--- config.mk ---
export PLATFORM = sky130hd
export DESIGN_NAME = div_unit_pipe_rdx
export DESIGN_NICKNAME = d
export VERILOG_FILES = /design/src/rtl/div_unit_pipe_rdx.sv
export SDC_FILE = /design/constraint.sdc
export NUM_CORES = 2
export LEC_CHECK = 0
export ABC_AREA = 1
export CORE_MARGIN = 5
export CORE_UTILIZATION = 56
export DETAILED_ROUTE_END_ITERATION = 10
export GPL_TIMING_DRIVEN = 0
export PLACE_DENSITY = 0.79
export SLEW_MARGIN = 5
export SYNTH_ARGS = -nofsm -noshare
export SYNTH_HDL_FRONTEND = slang
export SYNTH_SLANG_ARGS = --single-unit
--- constraint.sdc ---
create_clock -name clk_i -period 10 [get_ports clk_i]
set_input_delay 2 -clock clk_i [delete_from_list [all_inputs] [get_ports clk_i]]
set_output_delay 2 -clock clk_i [all_outputs]
set_load 0.05 [all_outputs]
--- src/rtl/div_unit_pipe_rdx.sv ---
// Iterative radix-2^BPC restoring divider with signed/unsigned and word-op support.
// One request in flight; result is held in registers until the consumer takes it.
//
// state  | meaning
// S_IDLE | ready to accept a request
// S_CALC | BPC shift-subtract steps per cycle
// S_DONE | result valid, waiting for resp_ready_i
module div_unit_pipe_rdx #(
    parameter int XLEN = 64,
    parameter int BPC  = 4
) (
    input  logic            clk_i,
    input  logic            rstn_i,
    input  logic            kill_i,
    input  logic            req_valid_i,
    output logic            req_ready_o,
    input  logic            op_32_i,
    input  logic            signed_i,
    input  logic [XLEN-1:0] dvnd_i,
    input  logic [XLEN-1:0] dvsr_i,
    output logic            resp_valid_o,
    input  logic            resp_ready_i,
    output logic [XLEN-1:0] quo_o,
    output logic [XLEN-1:0] rmd_o,
    output logic            busy_o
);

    localparam int CNT_W = $clog2(XLEN/BPC + 1);

    typedef enum logic [1:0] {S_IDLE, S_CALC, S_DONE} state_t;

    state_t            state_q, state_d;
    logic [CNT_W-1:0]  cnt_q;
    logic [XLEN-1:0]   dq_q, rem_q, dvs_q, quo_q, rmd_q;
    logic              op32_q, neg_q_q, neg_r_q;

    logic              accept;
    logic [XLEN-1:0]   a_ext, b_ext, a_abs, b_abs, dvnd_w;
    logic              a_neg, b_neg, dvsr_zero, ovf;

    logic [XLEN-1:0]   dq_n, rem_n, q_neg, r_neg, q_fix, r_fix;
    logic [XLEN:0]     rsh, diff;

    assign accept = req_valid_i & req_ready_o;

    // Operands normalised to XLEN: word ops sign- or zero-extend the low half.
    always_comb begin
        if (op_32_i) begin
            a_ext  = signed_i ? XLEN'($signed(dvnd_i[31:0])) : XLEN'(dvnd_i[31:0]);
            b_ext  = signed_i ? XLEN'($signed(dvsr_i[31:0])) : XLEN'(dvsr_i[31:0]);
            dvnd_w = XLEN'($signed(dvnd_i[31:0]));
        end else begin
            a_ext  = dvnd_i;
            b_ext  = dvsr_i;
            dvnd_w = dvnd_i;
        end
        a_neg     = signed_i & a_ext[XLEN-1];
        b_neg     = signed_i & b_ext[XLEN-1];
        a_abs     = a_neg ? -a_ext : a_ext;
        b_abs     = b_neg ? -b_ext : b_ext;
        dvsr_zero = (b_ext == '0);
        ovf       = signed_i && (b_ext == '1) &&
                    (op_32_i ? (dvnd_i[31:0] == 32'h8000_0000)
                             : (dvnd_i == {1'b1, {(XLEN-1){1'b0}}}));
    end

    // BPC restoring steps; quotient bits shift into dq from the LSB.
    always_comb begin
        dq_n  = dq_q;
        rem_n = rem_q;
        rsh   = '0;
        diff  = '0;
        for (int i = 0; i < BPC; i++) begin
            rsh  = {rem_n, dq_n[XLEN-1]};
            diff = rsh - {1'b0, dvs_q};
            if (!diff[XLEN]) begin
                rem_n = diff[XLEN-1:0];
                dq_n  = {dq_n[XLEN-2:0], 1'b1};
            end else begin
                rem_n = rsh[XLEN-1:0];
                dq_n  = {dq_n[XLEN-2:0], 1'b0};
            end
        end
        q_neg = neg_q_q ? -dq_n : dq_n;
        r_neg = neg_r_q ? -rem_n : rem_n;
        q_fix = op32_q ? XLEN'($signed(q_neg[31:0])) : q_neg;
        r_fix = op32_q ? XLEN'($signed(r_neg[31:0])) : r_neg;
    end

    always_ff @(posedge clk_i or negedge rstn_i) begin
        if (!rstn_i) begin
            state_q <= S_IDLE;
        end else begin
            state_q <= state_d;
        end
    end

    always_comb begin
        state_d = state_q;
        case (state_q)
            S_IDLE: if (accept) state_d = (dvsr_zero || ovf) ? S_DONE : S_CALC;
            S_CALC: if (cnt_q == CNT_W'(1)) state_d = S_DONE;
            S_DONE: if (resp_ready_i) state_d = S_IDLE;
            default: state_d = S_IDLE;
        endcase
        if (kill_i) state_d = S_IDLE;
    end

    always_comb begin
        req_ready_o  = (state_q == S_IDLE) && !kill_i;
        resp_valid_o = (state_q == S_DONE);
        busy_o       = (state_q != S_IDLE);
        quo_o        = quo_q;
        rmd_o        = rmd_q;
    end

    // Result registers are only non-zero while in S_DONE.
    always_ff @(posedge clk_i or negedge rstn_i) begin
        if (!rstn_i) begin
            cnt_q   <= '0;
            dq_q    <= '0;
            rem_q   <= '0;
            dvs_q   <= '0;
            quo_q   <= '0;
            rmd_q   <= '0;
            op32_q  <= 1'b0;
            neg_q_q <= 1'b0;
            neg_r_q <= 1'b0;
        end else if (kill_i) begin
            cnt_q <= '0;
            quo_q <= '0;
            rmd_q <= '0;
        end else begin
            case (state_q)
                S_IDLE: if (accept) begin
                    op32_q  <= op_32_i;
                    neg_q_q <= a_neg ^ b_neg;
                    neg_r_q <= a_neg;
                    dvs_q   <= b_abs;
                    dq_q    <= op_32_i ? (a_abs << (XLEN-32)) : a_abs;
                    rem_q   <= '0;
                    cnt_q   <= op_32_i ? CNT_W'(32/BPC) : CNT_W'(XLEN/BPC);
                    if (dvsr_zero) begin
                        quo_q <= '1;
                        rmd_q <= dvnd_w;
                    end else if (ovf) begin
                        quo_q <= dvnd_w;
                        rmd_q <= '0;
                    end
                end
                S_CALC: begin
                    dq_q  <= dq_n;
                    rem_q <= rem_n;
                    cnt_q <= cnt_q - CNT_W'(1);
                    if (cnt_q == CNT_W'(1)) begin
                        quo_q <= q_fix;
                        rmd_q <= r_fix;
                    end
                end
                S_DONE: if (resp_ready_i) begin
                    quo_q <= '0;
                    rmd_q <= '0;
                end
                default: ;
            endcase
        end
    end

endmodule
==> metrics.md, run 1 <==
| Metric | Value |
|---|---|
| Largest family of logic cells by synthesized area | `simple AND/OR/NAND/NOR gates` |
| Sink Count | `330` |
| GRT Residual Overflow | `9` |
| Mapped Cells | `7316` |
| Fraction of the mapped netlist area in simple logic gates | `0.340` |
| First-pass GRT wire length | `431 mm` |
| Placed inst area | `47600 um^2` |
| Status | `aborted with a tool error` |
| Number of synthesized flops with an enable pin | `0` |
| Synth Area in Compound Gates | `0.216` |
| Most common cell in the netlist | `nand2_1` |
| Stage reached | `global routing (5_1_grt)` |
| Synthesized flop and latch total | `330` |
| Ys async rst share | `1.00` |
| Row count | `101` |
| Synth area leader | `dfrtp_1` |
| Largest net degree at the start of global routing | `104` |
| Register area share after synthesis | `0.191` |
| CTS root buffer | `clkbuf_16` |
| Most area-consuming cells after synthesis | `dfrtp_1 (19%), nand2_1 (17%), inv_1 (8.0%), ha_1 (7.7%), o21ai_0 (7.4%)` |
| Synth cell types | `66` |
| Mapped cell area | `43200 um^2` |
| Number of global-route vias before repair | `63400` |
| Mux cell area share after synthesis | `0` |
| Ys flop type | `dfrtp_1` |
| Starting Density | `0.567` |
| Die Height | `288 um` |
| Synth top area share | `0.191` |
| GPL Wtd Cong | `1.22` |
| Dpl hpwl | `185 mm` |
| Total clock buffers created by CTS | `39` |
| Synth Area in XOR/XNOR | `0.0665` |
| All-Layer GR Usage | `0.700` |
| Net Count, Synth | `7721` |
| Synth Area per Inst | `5.91 um^2` |
| I/O Buffers | `264` |
| Io pins | `266` |
| Cts-stage hold buffer count | `0` |
| Synth Area in Adders | `0.0789` |
| Post-synth top cells | `nand2_1 (1991), inv_1 (926), nor2_1 (815)` |
| Die Wd | `288 um` |
| Warnings from Yosys | `0` |
| Error | `[ERROR GRT-0116] Global routing finished with congestion. Check the congestion regions in the DRC Viewer.` |
| Number of H-tree levels | `2` |
| Max Root-Sink Buffers | `3` |
## cell families after synthesis
kind of cell,Yosys count
AOI/OAI and AO/OA,1652
xor gates and xnor gates,328
adders and majority gates,270
buffers and inverters,1196
DFF,330
and+or+nand+nor,3540
## timing repair
item | CTS
resized for setup | 1583
gates cloned | 27
pin swaps | 358
setup endpoints to repair | 193
endpoints found under the hold margin | 0
buffers inserted | 387
## metal layers
layer  global-route usage  overflow
met4                0.641         4
met2                0.850         4
met5                0.355         0
met3                0.583         1
met1                0.700         0
## stage by stage
| stage | instances | util | hold WS [ps] | setup slack [ps] | TNS [ps] |
|---|---|---|---|---|---|
| floorplan | 7316 | - | 453 | 10.8 | 0 |
| global placement | 8610 | 0.624 | 464 | -7610 | -3280860 |
| detailed placement | 8613 | 0.625 | 465 | -5270 | -791310 |
| CTS | 9087 | 0.771 | 472 | -945 | -86910 |
==> run 2, diff against run 1 <==
CORE_UTILIZATION = 40   (was 56)
PLACE_DENSITY = default   (was 0.79)
PLACE_DENSITY_LB_ADDON = 0.15   (was default)
clock period = 13 ns   (was 10 ns; I/O delays follow)
==> run 2 against run 1 <==
Net effect:
- synthesized cell count did not move
- synthesized area did not move
- the run now ends clean
==> metrics.md, run 2 <==
| Metric | Value |
|---|---|
| Synth Area per Inst | `5.91 um^2 (unchanged)` |
| Share of cells above drive strength 1 | `0.107` |
| Pins Over Slew Limit | `0` |
| ANT nets after route | `0` |
| Post-Layout Cell Count | `9233` |
| CTS root buffer | `clkbuf_16 (unchanged)` |
| FF-to-FF setup slack | `120 ps` |
| Total clock buffers created by CTS | `42 (was 39)` |
| Ys async rst share | `1.00 (unchanged)` |
| Initial drt markers | `6816` |
| Initial antenna violation count | `18` |
| Hold Fails Final Rpt | `0` |
| Number of synthesized flops with an enable pin | `0 (unchanged)` |
| Io pins | `266 (unchanged)` |
| GRT Residual Overflow | `0` |
| Worst Path Max Fanout | `10` |
| Commonest non-fill, non-tap cell in the layout | `nand2_1` |
| Worst hold-check path type | `reg2reg` |
| Final Cell Area | `53400 um^2` |
| GPL Wtd Cong | `1.09 (was 1.22)` |
| Drt pass-1 iters | `6` |
| Area growth syn-to-layout | `23.6%` |
| All-Layer GR Usage | `0.442` |
| Sink Count | `330 (unchanged)` |
| Final net count | `8195` |
| Cts-stage hold buffer count | `0 (unchanged)` |
| Fraction of the mapped netlist area in simple logic gates | `0.340 (unchanged)` |
| Crit path buf inv count | `17` |
| Core ar. | `107000 um^2` |
| CTS clk-pin slew, worst paths | `60 ps` |
| Avg Vias per Cell | `6.01` |
| Crit path max-delay cell type | `o21ai_1` |
| WL final | `266 mm` |
| Starting Density | `0.403 (was 0.567)` |
| Most area-consuming cells after synthesis | `dfrtp_1 (19%), nand2_1 (17%), inv_1 (8.0%), ha_1 (7.7%), o21ai_0 (7.4%) (unchanged)` |
| Slew HR | `0.127` |
| Synth top area share | `0.191 (unchanged)` |
| Skew-Pair Late Insertion Delay | `630 ps` |
| I/O Buffers | `264 (unchanged)` |
| Number of global-route vias before repair | `52000` |
| Register area share after synthesis | `0.191 (unchanged)` |
| Largest net degree at the start of global routing | `110` |
| Synth area leader | `dfrtp_1 (unchanged)` |
| Arr. time, crit path | `13390 ps` |
| Clock skew | `37.2 ps` |
| DRC viols | `0` |
| Mux cell area share after synthesis | `0 (unchanged)` |
| Die Height | `339 um (was 288 um)` |
| Worst EP required | `13510 ps` |
| RSZ-0062 raised after global routing | `true` |
| Die Wd | `339 um (was 288 um)` |
| Filler cells | `11500` |
| Net Count, Synth | `7721 (unchanged)` |
| Cells after DPL | `8986 (was 8613)` |
| Synthesized flop and latch total | `330 (unchanged)` |
| Mapped cell area | `43200 um^2 (unchanged)` |
| Post-synth top cells | `nand2_1 (1991), inv_1 (926), nor2_1 (815) (unchanged)` |
| Die area | `115000 um^2` |
| Ys flop type | `dfrtp_1 (unchanged)` |
| Most common cell in the netlist | `nand2_1 (unchanged)` |
| DR vias | `55500` |
| Placed inst area | `47700 um^2 (was 47600 um^2)` |
| Hold path depth | `2` |
| Final setup violation count | `0` |
| Number of H-tree levels | `2 (unchanged)` |
| Max cap viols | `0` |
| Critical path class | `reg2reg` |
| DR WL/cell | `28.8 um` |
| Largest family of logic cells by synthesized area | `simple AND/OR/NAND/NOR gates (unchanged)` |
| Crit start category | `register` |
| Synth cell types | `66 (unchanged)` |
| Status | `finished, final reports clean (was aborted with a tool error)` |
| Warnings from Yosys | `0 (unchanged)` |
| Max frequency | `0.0777 GHz` |
| Crit. End Element | `register` |
| Row count | `120 (was 101)` |
| Synth Area in Compound Gates | `0.216 (unchanged)` |
| Synth Area in Adders | `0.0789 (unchanged)` |
| Most frequent CP cell | `nand2_1` |
| Cell family with most CP delay | `simple AND/OR/NAND/NOR gates` |
| Fin crit share | `0.991` |
| Mapped Cells | `7316 (unchanged)` |
| Commonest non-fill, non-tap cells in the layout | `nand2_1 (1949), inv_1 (866), nor2_1 (783)` |
| Max Root-Sink Buffers | `3 (unchanged)` |
| CTS tree | `done` |
| Dpl hpwl | `214 mm (was 185 mm)` |
| Worst-case reg-to-reg path depth | `75` |
| Synth Area in XOR/XNOR | `0.0665 (unchanged)` |
| Min Clock Period, post-route | `12880 ps` |
| Largest stage delay on the critical path | `480 ps` |
| Worst Max-Slew Pin Slew | `1310 ps` |
| First-pass GRT wire length | `372 mm` |
| Stages on the worst setup path | `75` |
==> run 2: cell counts after synthesis <==
Identical to the previous run, type by type.
==> run 2: timing repair <==
item                       CTS  global route
setup endpoints to repair  193           146
gates resized for setup    379           356
pin swaps                   23            63
gates cloned                 0             1
setup buffers               89            73
==> run 2: worst register-to-register path: cells and delay by family, from the launching register on <==
family / cells / cell delay, ps
simple gates: 36 / 4700
compound gates: 17 / 3560
buf+inv: 17 / 2560
fa+ha+maj: 5 / 1630
flops: 1 / 380
==> run 2: final timing paths <==
check	startpoint	endpoint
max	dvs_q[20]$_DFFE_PN0P_	quo_o[56]$_DFFE_PN0P_
min	rmd_o[49]$_DFFE_PN0P_	rmd_o[49]$_DFFE_PN0P_
max reg2reg	dvs_q[20]$_DFFE_PN0P_	quo_o[56]$_DFFE_PN0P_
min reg2reg	rmd_o[49]$_DFFE_PN0P_	rmd_o[49]$_DFFE_PN0P_
max in group asynchronous	rstn_i	dvs_q[45]$_DFFE_PN0P_
min in group asynchronous	rstn_i	quo_o[50]$_DFFE_PN0P_
==> run 2: layer usage <==
layer,global-route usage,wire length [um]
met5,0,100
met4,0.363,28200
met2,0.655,109000
met3,0.132,29400
met1,0.526,98900
==> run 2: kinds of logic (layout without fill, tap and decap cells) <==
family / after synthesis / count (layout)
and+or+nand+nor: 3540 / 3540
AOI/OAI and AO/OA: 1652 / 1652
buffers and inverters: 1196 / 1702
DFF: 330 / 330
xor gates and xnor gates: 328 / 328
adders and majority gates: 270 / 270
other: 0 / 8
==> run 2: area by class of cell <==
type | instances | area, um^2 | area share
Inverter | 966 | 3820 | 0.0715
Sequential cell | 330 | 8280 | 0.155
Buffer | 230 | 1290 | 0.0241
Clock inverter | 20 | 327 | 0.00611
Tap cell | 1403 | 1760 | 0.0329
Clock buffer | 56 | 1180 | 0.0222
Antenna cell | 8 | 20.0 | 0.000375
Timing Repair Buffer | 430 | 4310 | 0.0808
Multi-Input combinational cell | 5790 | 32400 | 0.607
==> run 2: through the flow <==
| stage | setup TNS, ps | utilization | hold slack [ps] | worst slack, ps |
|---|---|---|---|---|
| floorplan | 0 | - | 453 | 1990 |
| global placement | -2716460 | 0.444 | 466 | -6450 |
| detailed placement | -618210 | 0.445 | 465 | -4820 |
| CTS | 0 | 0.477 | 483 | 1.65 |
| global route | -1340 | 0.498 | 503 | -180 |
| finish | 0 | 0.498 | 480 | 123 |
Power of run 2 is not shown: default switching activity piles up to over one toggle a cycle in this logic, so the estimate is an artifact.
